`config.mk`:
```
export PLATFORM = sky130hd
export DESIGN_NAME = asip_top
export DESIGN_NICKNAME = d
export VERILOG_FILES = /design/src/rtl/asip_top.sv
export SDC_FILE = /design/constraint.sdc
export NUM_CORES = 1
export LEC_CHECK = 0
export ABC_AREA = 1
export CAP_MARGIN = 10
export CORE_UTILIZATION = 58
export CTS_BUF_LIST = sky130_fd_sc_hd__clkbuf_4
export DETAILED_ROUTE_END_ITERATION = 12
export PLACE_DENSITY_LB_ADDON = 0.15
export SLEW_MARGIN = 5
export SYNTH_ARGS = -nofsm -noshare
export SYNTH_HDL_FRONTEND = slang
export SYNTH_SLANG_ARGS = --single-unit
```
`constraint.sdc`:
```
create_clock -name clk -period 2.2 [get_ports clk]
set_input_delay 0.55 -clock clk [delete_from_list [all_inputs] [get_ports clk]]
set_output_delay 0.55 -clock clk [all_outputs]
set_load 0.01 [all_outputs]
```
`src/rtl/asip_top.sv`:
```
// ---------------------------------------------------------------------------
// asip_top - VGA test-pattern display engine (640x480@60 from a 50 MHz clock)
//
// Generates VGA timing and a test pattern (colour bars or a 32x32
// checkerboard). Each pixel then goes through a per-channel colour gain and a
// blend toward a mid-grey background. The result drives an ADV7123-style
// video DAC.
//
// Ports:
//   clk                 50 MHz system clock
//   rst                 asynchronous reset, active low
//   red/green/blue_switches [1:0]  per-channel gain code (3 = unity .. 0 = off)
//   tran_switches [1:0] blend level toward grey background (0 = none)
//   gtype_switch        pattern select: 0 colour bars, 1 checkerboard
//   switchStart         1 = bypass effects (raw pattern), 0 = effects on
//   r, g, b [7:0]       pixel colour, forced to 0 while blanked
//   hsync, vsync        active-low sync
//   n_sync              DAC sync-on-green, tied low
//   n_blanc             DAC blank_n, high only in the visible area
//   n25MHZCLK           pixel clock, clk/2
// ---------------------------------------------------------------------------
module asip_top (
  input  logic       clk,
  input  logic       rst,
  input  logic [1:0] red_switches,
  input  logic [1:0] green_switches,
  input  logic [1:0] blue_switches,
  input  logic [1:0] tran_switches,
  input  logic       gtype_switch,
  input  logic       switchStart,
  output logic [7:0] r,
  output logic [7:0] g,
  output logic [7:0] b,
  output logic       vsync,
  output logic       hsync,
  output logic       n_sync,
  output logic       n_blanc,
  output logic       n25MHZCLK
);

  localparam logic [9:0] H_VIS      = 10'd640;
  localparam logic [9:0] H_SYNC_BEG = 10'd656;
  localparam logic [9:0] H_SYNC_END = 10'd752;
  localparam logic [9:0] H_LAST     = 10'd799;
  localparam logic [9:0] V_VIS      = 10'd480;
  localparam logic [9:0] V_SYNC_BEG = 10'd490;
  localparam logic [9:0] V_SYNC_END = 10'd492;
  localparam logic [9:0] V_LAST     = 10'd524;

  // Settings word layout: {bypass, gtype, tran[1:0], blue[1:0], green[1:0], red[1:0]}.
  // The reset value selects bypass with colour bars. The synchronisers reset to
  // the same value, so the first frame after reset always shows raw bars.
  localparam logic [9:0] SET_RST = 10'b10_0000_0000;

  logic       r_pclk;
  logic       w_pe;
  logic [9:0] w_sw;
  logic [9:0] r_sync1;
  logic [9:0] r_sync2;
  logic [9:0] r_set;
  logic [9:0] w_set;
  logic       w_frame_start;
  logic [9:0] r_h;
  logic [9:0] r_v;
  logic       w_bypass;
  logic       w_gtype;
  logic [1:0] w_tran;
  logic [2:0] w_bar;
  logic       w_cb_white;
  logic       w_vis;
  logic [2:0][7:0] w_blend;
  logic [7:0] r_red;
  logic [7:0] r_grn;
  logic [7:0] r_blu;
  logic       r_hsync;
  logic       r_vsync;
  logic       r_blank_n;

  // Pixel clock divider. The pixel enable fires in the cycle where the
  // divided clock is still low, that is, just before its rising toggle.
  always_ff @(posedge clk or negedge rst) begin
    if (!rst) r_pclk <= 1'b0;
    else      r_pclk <= ~r_pclk;
  end

  assign w_pe = ~r_pclk;

  assign w_sw = {switchStart, gtype_switch, tran_switches,
                 blue_switches, green_switches, red_switches};

  always_ff @(posedge clk or negedge rst) begin
    if (!rst) begin
      r_sync1 <= SET_RST;
      r_sync2 <= SET_RST;
    end else begin
      r_sync1 <= w_sw;
      r_sync2 <= r_sync1;
    end
  end

  // Raster counters
  always_ff @(posedge clk or negedge rst) begin
    if (!rst) begin
      r_h <= '0;
      r_v <= '0;
    end else if (w_pe) begin
      if (r_h == H_LAST) begin
        r_h <= '0;
        r_v <= (r_v == V_LAST) ? 10'd0 : r_v + 10'd1;
      end else begin
        r_h <= r_h + 10'd1;
      end
    end
  end

  assign w_frame_start = w_pe && (r_h == 10'd0) && (r_v == 10'd0);

  always_ff @(posedge clk or negedge rst) begin
    if (!rst)               r_set <= SET_RST;
    else if (w_frame_start) r_set <= r_sync2;
  end

  // Pixel (0,0) is rendered on the same pe that loads the settings. The
  // incoming value is forwarded here so that the whole frame uses one setting.
  assign w_set    = w_frame_start ? r_sync2 : r_set;
  assign w_bypass = w_set[9];
  assign w_gtype  = w_set[8];
  assign w_tran   = w_bypass ? 2'd0 : w_set[7:6];

  // Bar index h/80. Only the visible range (0..7) is ever displayed, so the
  // truncation of 8 and 9 in the blanking region does no harm.
  assign w_bar      = 3'(r_h / 10'd80);
  assign w_cb_white = ~(r_h[5] ^ r_v[5]);

  for (genvar gi = 0; gi < 3; gi++) begin : g_chan
    logic [7:0] w_pat;
    logic [1:0] w_code;
    logic [7:0] w_gain;
    logic [9:0] w_q10;
    logic [7:0] w_res;

    assign w_pat  = w_gtype ? {8{w_cb_white}} : {8{w_bar[gi]}};
    assign w_code = w_bypass ? 2'd3 : w_set[2*gi +: 2];

    always_comb begin
      w_gain = 8'd0;
      case (w_code)
        2'd3:    w_gain = w_pat;
        2'd2:    w_gain = w_pat >> 1;
        2'd1:    w_gain = w_pat >> 2;
        default: w_gain = 8'd0;
      endcase
    end

    // Blend toward background 128. The 10-bit sum never overflows (at most
    // 3*255+128 = 893), and the shift floors the result.
    assign w_q10 = {2'b00, w_gain};

    always_comb begin
      w_res = w_gain;
      case (w_tran)
        2'd0:    w_res = w_gain;
        2'd1:    w_res = 8'((w_q10 * 10'd3 + 10'd128) >> 2);
        2'd2:    w_res = 8'((w_q10 + 10'd128) >> 1);
        default: w_res = 8'((w_q10 + 10'd384) >> 2);
      endcase
    end

    assign w_blend[gi] = w_res;
  end

  assign w_vis = (r_h < H_VIS) && (r_v < V_VIS);

  // Output stage. Every output here shows the raster position present at
  // this pe, so colour, sync and blank stay mutually aligned.
  always_ff @(posedge clk or negedge rst) begin
    if (!rst) begin
      r_red     <= 8'd0;
      r_grn     <= 8'd0;
      r_blu     <= 8'd0;
      r_hsync   <= 1'b1;
      r_vsync   <= 1'b1;
      r_blank_n <= 1'b0;
    end else if (w_pe) begin
      r_red     <= w_vis ? w_blend[0] : 8'd0;
      r_grn     <= w_vis ? w_blend[1] : 8'd0;
      r_blu     <= w_vis ? w_blend[2] : 8'd0;
      r_hsync   <= ~((r_h >= H_SYNC_BEG) && (r_h < H_SYNC_END));
      r_vsync   <= ~((r_v >= V_SYNC_BEG) && (r_v < V_SYNC_END));
      r_blank_n <= w_vis;
    end
  end

  assign r         = r_red;
  assign g         = r_grn;
  assign b         = r_blu;
  assign hsync     = r_hsync;
  assign vsync     = r_vsync;
  assign n_blanc   = r_blank_n;
  assign n_sync    = 1'b0;
  assign n25MHZCLK = r_pclk;

endmodule

```
==> flow_summary_export.csv <==
group,metric,value,unit
run_status,outcome,"complete, no violations",
timing,min_period,2.160,ns
global_route,global_route.usage.total,24.24,%
cts,max-clock-path-buffers,2,
setup_path,crit_fanout,5,
setup_path,critical-path-top-delay-family,"simple AND/OR/NAND/NOR gates",
global_route,grt_first_pass_wirelength,12050,um
drt,routed_wl,7906,um
die,fp.dieW,80.86,um
cts,cts_sinks,69,
place,port_buffers,39,
timing,timing.max_slew.rel_slack,61.05,%
setup_path,cpPeakStageDelay,0.41,ns
drt,drt-wirelength-per-cell,13.63,um
setup_path,worstPathArrival,2.48,ns
synthesis,synth.yosys.seq_area_share,48.04,%
drt,antenna_left,0,
final_layout,insertedDiodeCount,0,
synthesis,yosys.area.top_type_share,44.40,%
pwr,peakVddDrop,0.0005318,V
place,post-place-cells,549,
die,placementRows,28,
die,design.core.area,0.005956,mm^2
drt,total_via_count_in_the_routed_design,3084,
setup_path,cp_cell_sequence,"inv_2, ha_4, inv_2, nor2_2, nand2_2, nor2_8, nand3_4, clkbuf_16, o21ai_4, nand2_2, nand2_4, nand2_2, nand2_1, nand3_1, nand2_1, nand2_1",
setup_path,worstPathBufferInverterCount,3,
final_layout,nets,516,
timing,finalCritPeriodShare,98.20,%
timing,report.final.slew_viol_count,0,
setup_path,worstSetupPathType,"reg2reg",
drt,drt_pre_antenna_iters,8,
global_route,maximum_number_of_pins_on_one_net_before_global_route_repair,25,
timing,max_clock_freq,0.4629,GHz
timing,worstMarginPinSlew,0.5842,ns
drt,route.detailed.drc,0,
synthesis,synth.top_cells.by_area,"dfrtp_1 (44%), nand2_1 (12%), inv_1 (6.3%)",
pwr,design_power_total,2.149,mW
synthesis,nets_in_the_synthesized_netlist,457,
cts,clk_transition_reported_paths,0.17,ns
pwr,leakage,2.331,nW
cts,root_buffer,"clkbuf_4",
final_layout,area_growth,26.19,%
timing,finalClockSkew,0.04086,ns
global_route,grt_antenna_before_repair,0,
setup_path,cpMaxStageDelayCell,"dfrtp_1",
cts,numCtsBuffers,9,
setup_path,worst_setup_path_start_kind,"register",
setup_path,timing.reg2reg.worst_path_depth,16,
synthesis,synth_cell_types,38,
synthesis,ys_warns,0,
die,die_y,80.86,um
worst_hold_path,worst_hold_path_type,"in2async",
global_route,total_congestion_overflow,0,
cts,insertion_delay,0.44,ns
setup_path,required_time_of_the_critical_path,2.52,ns
setup_path,critical_path.reg2reg.startpoint,"r_v[1]$_DFFE_PN0P_",
timing,unrepaired_setup_endpoints_after_global_routing,"yes",
place,dp_hpwl,5333,um
synthesis,syn_inst,441,
final_layout,final_layout_size_suffix_gt1_share,24.36,%
cts,cts-htree-levels,3,
timing,timing.final.setup_violations,0,
die,io-pin-count,41,
synthesis,post_synth_instance_area,0.003607,mm^2
final_layout,final_cells,580,
drt,detail_route.iter0.violations,211,
cts,tritoncts_clock_tree,"done",
setup_path,worst_r2r_dst,"r[5]$_DFFE_PN0N_",
synthesis,synthDominantAreaCellType,"dfrtp_1",
global_route,number_of_global_route_vias_before_repair,2712,
die,floorplan.die_area,0.006538,mm^2
synthesis,postSynthAreaPerCell,8.180,um^2
setup_path,regToRegSetupSlack,0.04,ns
setup_path,critical_path.endpoint_type,"register",
drt,viasPerCell,5.317,
place,final_wtd_congestion,0.9522,
pwr,cellPowerDensity,472.0,mW/mm^2
die,initial_utilization,60.57,%
synthesis,ys_seq_elements,69,
timing,setup-tns-final,0,ns
flow_run,max-cap-violations,0,
timing,hold_violations,0,
cell type report:
class,count,area [um^2]
fillers,413,1404
repair buffers,66,655.6
well taps,75,93.84
multi-input cells,286,1680
flip-flops and latches,69,1734
clock inverters,7,65.06
inverters,68,255.2
clock buffers,9,67.56
cells in the final DEF (no fill, tap or decap), drive strengths merged, types with 2 or more instances in the layout:
cell type / n
xnor2: 2
clkinv: 4
a21oi: 11
nor3: 10
nand4: 8
nand2: 130
nand3: 29
nor4: 3
a22o: 3
nor2: 52
xor2: 7
a211oi: 3
buf: 27
dfrtp: 64
ha: 4
clkdlybuf4s50: 38
clkbuf: 10
o21ai: 16
inv: 70
dfstp: 5
registers in the layout, indices dropped and copies added (netlist names):
signal,flops
r_h,10
r_set,10
r,5
n25MHZCLK,1
hsync,1
vsync,1
b,5
n_blanc,1
r_v,10
r_sync1,10
g,5
r_sync2,10
layer usage:
| metal | up-vias | track usage [%] | wire length [um] |
|---|---|---|---|
| li1 | 1487 | - | - |
| met1 | 1452 | 33.41 | 3563 |
| met2 | 122 | 37.65 | 3759 |
| met3 | 23 | 4.607 | 413 |
| met4 | 0 | 9.821 | 170 |
| met5 | - | 0 | 0 |
logic make-up after synthesis:
| logic type | synth area share [%] |
|---|---|
| AND/OR/NAND/NOR | 30.42 |
| buffers and inverters | 11.34 |
| flip-flops | 48.04 |
| AO/OA/AOI/OAI | 6.521 |
| XOR/XNOR | 2.185 |
| adder cells (fa/ha/maj) | 1.387 |
| other | 0.1040 |
metrics by stage:
stage          hold slack [ns]  area [um^2]  utilization (%)  setup slack (ns)
6_report               0.08173         4552            76.43           0.03965
5_1_grt                 0.1253         4552            76.43           -0.1198
4_1_cts                 0.1156         4214            70.76          0.001152
3_5_place_dp            0.3370         4068            68.30          -0.05007
3_3_place_gp            0.3325         4068            68.30           0.02911
2_1_floorplan           0.2544         3607                -            0.2551
repair_timing:
item                                    CTS  global route
gates resized for setup                   4            59
endpoints found under the setup margin    7            16
pin swaps                                 0            29
setup buffers                             0            13
hold buffers                              0             0
cloned                                    0             2
where the power goes:
| group | leakage, nW | switching [mW] | internal [mW] |
|---|---|---|---|
| sequential | 0.879 | 0.00741 | 1.29 |
| combinational | 1.38 | 0.0288 | 0.0234 |
| clock | 0.0714 | 0.539 | 0.261 |
| total | 2.33 | 0.575 | 1.57 |
cell usage after synthesis:
cell type,count
nand2_1,119
dfrtp_1,64
inv_1,61
nor2_1,41
nand3_1,25
buf_4,12
a21oi_1,11
nor3_1,10
nand2_2,8
nand4_1,8
o21ai_0,7
xor2_1,7
nor2_2,6
buf_6,5
dfstp_2,5
o21ai_2,5
ha_1,4
inv_2,4
o21ai_1,4
a211oi_1,3
a22o_1,3
clkinv_1,3
nand3_2,3
nor2_4,3
nor4_1,3
clkbuf_1,2
nand2_4,2
nor2_8,2
xnor2_1,2
a22oi_1,1
a31oi_1,1
a32o_1,1
a41oi_1,1
and3_1,1
conb_1,1
nand3_4,1
nand3b_1,1
nor3b_1,1
worst max path at each step:
stage / endpoint / from / slack [ns] / cells after the start
2_1_floorplan: b[6]$_DFFE_PN0N_ / r_v[0]$_DFFE_PN0P_ / 0.26 / 18
5_1_grt: g[6]$_DFFE_PN0N_ / r_v[1]$_DFFE_PN0P_ / -0.12 / 16
4_1_cts: n25MHZCLK / n25MHZCLK$_DFF_PN0_ / 0.001 / 2
6_report: r[5]$_DFFE_PN0N_ / r_v[1]$_DFFE_PN0P_ / 0.04 / 16
3_5_place_dp: r[5]$_DFFE_PN0N_ / r_v[0]$_DFFE_PN0P_ / -0.05 / 13
3_3_place_gp: r[5]$_DFFE_PN0N_ / r_v[0]$_DFFE_PN0P_ / 0.03 / 13
(Power assumes the default switching activity.)
==> patch 1, RTL diff (config.mk and constraints unchanged) <==
Register the output `hsync` once more, without a reset; this adds one clock of latency there. The other outputs are not delayed to match.
--- a/src/rtl/asip_top.sv
+++ b/src/rtl/asip_top.sv
@@ -194,7 +194,9 @@
   assign r         = r_red;
   assign g         = r_grn;
   assign b         = r_blu;
-  assign hsync     = r_hsync;
+  always_ff @(posedge clk) begin
+    hsync <= r_hsync;
+  end
   assign vsync     = r_vsync;
   assign n_blanc   = r_blank_n;
   assign n_sync    = 1'b0;
Behaviour: same outputs for any inputs over 10 cycles, from zero or initial values and one cycle with rst low; that may be too few to reach the edited logic, so the function may still have changed.
==> patch 1 against the unedited design <==
Synthesized area is 0.55% higher; power is 0.56% lower; setup slack better by 0.0040 ns; first-iteration DRC count is 2.8% higher; sequential cell count is 1 higher; clock skew is 0.023 ns lower; synthesized cell count is 0.23% higher; critical endpoint is now g[7]; wire length is 3.5% lower; combinational power is 8.0% lower; final area is 3.0% lower; via count is 2.5% lower; clock power is 3.4% lower.
==> patch 1: results (changes against the unedited design) <==
[layout]
multi_input_area_sq_mm=0.00156  ; -7.1%
fin_nets=515  ; -0.19%
multi_input_cells=285  ; -0.35%
buf_share=0.141  ; -0.00320
nNonClkBuffers=65  ; -1.5%
clock_area_frac=0.0292  ; +0.0000499
layout-drive-gt1-share=0.204  ; -0.0392
fill_cells=415  ; +0.48%
seq_area_sq_mm=0.00176  ; +1.2%
seq_cells=70  ; +1.4%

[clocking]
cts.clk_slew.worst_paths_ns=0.14  ; -0.03 ns
clock_path_buffers=2  ; unchanged
insertion_delay_ns=0.42  ; -0.02 ns

[pwr]
total_leakage_power_nw=2.28  ; -2.1%
ir_drop_uv=480  ; -9.8%

[timing]
holdWs_ns=0.113  ; +0.0317 ns
period_minus_slack_ns=2.16  ; -0.00396 ns

[synthesis]
async_flop_share=0.986  ; -0.0143
ys_types=39  ; +2.6%
synth_xor_area_frac=0.0217  ; -0.000121
synthesis.nets=458  ; +0.22%
yosysSeqAreaShare=0.483  ; +0.00287
synth.area.top_cells=dfrtp_1, nand2_1, inv_1, nor2_1, dfstp_2
synth_compound_area_frac=0.0648  ; -0.000360
synthAdderAreaFrac=0.0138  ; -0.0000766

[placement]
hpwl_um=5270  ; -1.2%
dp_slack_ns=-0.0576  ; -0.00751 ns
place.gp.congestion=0.928  ; -2.6%

[global_route]
grt_max_degree=70  ; +180%
grt_pass1_vias=2713  ; +0.037%
grt_pass1_wl_um=12200  ; +1.6%
grtUsageMet1=0.335  ; +0.000734
grt_use_total=0.249  ; +0.00704
use_met2=0.392  ; +0.0160
grtUsageMet3=0.0404  ; -0.00562

[critical_path]
r2r_start=r_v[0]
r2r_end=g[7]
critPathSlowestCell=dfrtp_1
cp.arrival_ns=2.47
reg2reg_slack_ns=0.04
rr_worst_depth=14  ; -2
cp_max_fo=8  ; +3

[drt]
drtIter0Drc=217  ; +2.8%
met1Wirelength_um=3520  ; -1.3%
vias_per_cell=5.20  ; -2.3%
dr.pass1.iters=4  ; -4
routed-wl-met3_um=348  ; -16%
avgRoutedWirePerCell_um=13.2  ; -3.3%
routed-wl-met2_um=3630  ; -3.4%

[run_status]
status=complete, no violations

patch 1: through the flow:
stage | setup TNS [ns] | cell area (sq um) | std cells
after floorplan | 0 | 3630 | 442
after global placement | 0 | 4040 | 547
after detailed placement | -0.231 | 4040 | 547
after CTS | 0 | 4190 | 564
after global routing | -0.437 | 4420 | 579
final | 0 | 4420 | 579
patch 1: power breakdown:
group          switching [W]   total, W  internal, W  leakage, nW
sequential        0.00000789    0.00131      0.00131        0.886
clock               0.000519   0.000774     0.000255       0.0659
combinational      0.0000278  0.0000480    0.0000201         1.33
total               0.000555    0.00214      0.00158         2.28
patch 1: worst max path at each step:
stage,start,end,cells after the start
detailed placement,r_v[0],r[5],13
floorplan,r_v[0],b[6],18
global route,r_v[0],b[6],17
global placement,r_v[0],g[5],16
CTS,r_v[1],g[5],16
finish,r_v[0],g[7],14
patch 1: what timing repair did:
item                                    in CTS  in global routing
endpoints found under the setup margin       8                 14
pin swaps                                    0                 10
gates resized for setup                      6                 27
buffers inserted                             1                 14
gates cloned                                 0                  1
==> patch 2, RTL diff (same flow settings) <==
Made on the original files. Add an input register stage for `red_switches`, `green_switches`, `blue_switches`, `tran_switches`, `gtype_switch` and `switchStart`, cleared by the reset; this delays them by one clock.
--- a/src/rtl/asip_top.sv
+++ b/src/rtl/asip_top.sv
@@ -52,6 +52,31 @@
   // the same value, so the first frame after reset always shows raw bars.
   localparam logic [9:0] SET_RST = 10'b10_0000_0000;
 
+  logic [1:0] red_switches_q;
+  logic [1:0] green_switches_q;
+  logic [1:0] blue_switches_q;
+  logic [1:0] tran_switches_q;
+  logic gtype_switch_q;
+  logic switchStart_q;
+
+  always_ff @(posedge clk or negedge rst) begin
+    if (!rst) begin
+      red_switches_q   <= '0;
+      green_switches_q <= '0;
+      blue_switches_q  <= '0;
+      tran_switches_q  <= '0;
+      gtype_switch_q   <= '0;
+      switchStart_q    <= '0;
+    end else begin
+      red_switches_q   <= red_switches;
+      green_switches_q <= green_switches;
+      blue_switches_q  <= blue_switches;
+      tran_switches_q  <= tran_switches;
+      gtype_switch_q   <= gtype_switch;
+      switchStart_q    <= switchStart;
+    end
+  end
+
   logic       r_pclk;
   logic       w_pe;
   logic [9:0] w_sw;
@@ -85,8 +110,8 @@
 
   assign w_pe = ~r_pclk;
 
-  assign w_sw = {switchStart, gtype_switch, tran_switches,
-                 blue_switches, green_switches, red_switches};
+  assign w_sw = {switchStart_q, gtype_switch_q, tran_switches_q,
+                 blue_switches_q, green_switches_q, red_switches_q};
 
   always_ff @(posedge clk or negedge rst) begin
     if (!rst) begin
Formal check against the unedited RTL: no difference found for any inputs over 10 cycles, from zero or initial values and one cycle with rst low; that may be too few to reach the edited logic, so the function may still have changed.
==> patch 2 against the unedited design <==
The flow now finishes with violations (design-rule violations, negative setup slack); utilization fell by 1.2 points; die area rose by 7.9%; setup slack got worse by 0.050 ns; power rose by 16%; via count rose by 7.5%; sequential share of layout area rose by 3.0 points; critical endpoint is now r[6]; synthesized cell count rose by 4.1%; count of clock-buffer cells in the layout did not move; largest cell class unchanged; sequential cell count rose by 10; clock power rose by 17%; sequential power rose by 15%; synthesized area rose by 8.0%; final area rose by 6.2%; critical path type unchanged; wire length rose by 6.7%.
==> patch 2: results (changes against the unedited design) <==
[layout]
fin_nets=542  ; +5.0%
layout.cells.non_filler=608  ; +4.8%
antenna_cells=0  ; unchanged
fill_cells=468  ; +13%
layout-drive-gt1-share=0.258  ; +0.0144

[synthesis]
yosys-top-cells-count=nand2_1, dfrtp_1, inv_1, nand3_1, nor2_1
syn-instance-count=459  ; +4.1%
synth.area.top_cells=dfrtp_1, nand2_1, inv_1, nand3_1, nor2_1
synthesis.nets=475  ; +3.9%
yosysSeqAreaShare=0.509  ; +0.0284

[drt]
dr.pass1.iters=9  ; +1
drt_wl_total_um=8430  ; +6.7%
vias=3314  ; +7.5%
drcViolationCount=10  ; +10
drtIter0Drc=196  ; -7.1%

[timing]
skew_ns=0.0176  ; -0.0233 ns
setup_slack_ns=-0.0103  ; -0.0500 ns
tns_ns=-0.0252  ; -0.0252 ns
tightest_slew_ns=0.539  ; -0.0449 ns
setup_violations=4  ; +4

[critical_path]
cp.arrival_ns=2.55  ; +0.07 ns
worstSetupStartpoint=r_v[0]
cp_max_fo=7  ; +2

[placement]
place.gp.congestion=0.948  ; -0.45%
place.port_buffers=39  ; unchanged
dp_slack_ns=-0.0723  ; -0.0222 ns
hpwl_um=5900  ; +11%
place_inst=583  ; +6.2%

[run_status]
violations=design-rule violations, negative setup slack
status=complete, but fails checks

[pwr]
ir_drop_uv=540  ; +1.5%
total_leakage_power_nw=2.46  ; +5.4%

[global_route]
grt_pass1_vias=3055  ; +13%
grt_max_degree=42  ; +68%
grt_use_total=0.253  ; +0.0106
grt_pass1_wl_um=13800  ; +15%

[clocking]
cts.clk_slew.worst_paths_ns=0.14  ; -0.03 ns
root_buffer=clkbuf_4

-- patch 2: cell types whose count changed after synthesis, moves of 3 or more --
cell      delta
nand3_1     +15
dfrtp_1     +10
nand2_1      -9
inv_1        -6
inv_2        +6
nand2_2      +5
o21ai_0      +5
nor2_4       +4
a21oi_1      -3
clkinv_1     -3
o21ai_1      +3
o21ai_2      -3
-- patch 2: cell families after synthesis --
family / share of synthesized area
other: 0.000962
buffers and inverters: 0.101
adders and majority gates: 0.0128
and+or+nand+nor: 0.294
xor gates and xnor gates: 0.0180
AOI/OAI and AO/OA: 0.0645
DFF: 0.509
-- patch 2: path summary, 6_finish.rpt --
path	to	slack (ns)	depth (start not counted)
setup / recovery	r[6]	-0.01	15
hold / removal	r_h[2]	0.08	1
setup reg to reg	r[6]	-0.01	15
hold reg to reg	r_sync2[6]	0.36	0
max in group asynchronous	vsync	1.46	2
min in group clk	r_sync2[6]	0.36	0
-- patch 2: critical path, delay by kind of cell, from the launching register on --
kind,cells,cell delay [ns]
buffers and inverters,3,0.18
AOI/OAI and AO/OA,1,0.31
DFF,1,0.42
adders and majority gates,1,0.15
and+or+nand+nor,10,1.05
-- patch 2: stage by stage --
| stage | area, sq um | hold slack (ns) | total power, W | utilization |
|---|---|---|---|---|
| floorplan | 3900 | 0.254 | 0.00152 | - |
| global placement | 4450 | 0.331 | 0.00157 | 0.692 |
| detailed placement | 4450 | 0.335 | 0.00157 | 0.692 |
| CTS | 4610 | 0.0709 | 0.00251 | 0.718 |
| global route | 4830 | 0.106 | 0.00258 | 0.752 |
| finish | 4830 | 0.0753 | 0.00248 | 0.752 |
-- patch 2: routing by layer --
layer  global-route usage  vias up  routed length, um
li1                     -     1582                  -
met1                0.340     1572               3680
met2                0.407      139               4030
met3               0.0485       21                554
met4               0.0987        0                161
met5                    0        -                  0
-- patch 2: area by class of cell --
type                            count  share of cell area
Clock buffer                        9              0.0140
Clock inverter                      7              0.0179
Inverter                           66              0.0523
Multi-Input combinational cell    296               0.345
Sequential cell                    79               0.411
Tap cell                           77              0.0199
Timing Repair Buffer               74               0.140
-- patch 2: report_power, final --
group / internal [W] / switching [W] / total [W]
registers: 0.00148 / 0.00000828 / 0.00149
logic: 0.0000214 / 0.0000314 / 0.0000528
clock network: 0.000372 / 0.000569 / 0.000940
-- patch 2: what timing repair did --
item	CTS	global route
setup endpoints to repair	5	16
resized for setup	3	45
hold endpoints to repair	0	0
pin swaps	0	20
setup buffers	0	9
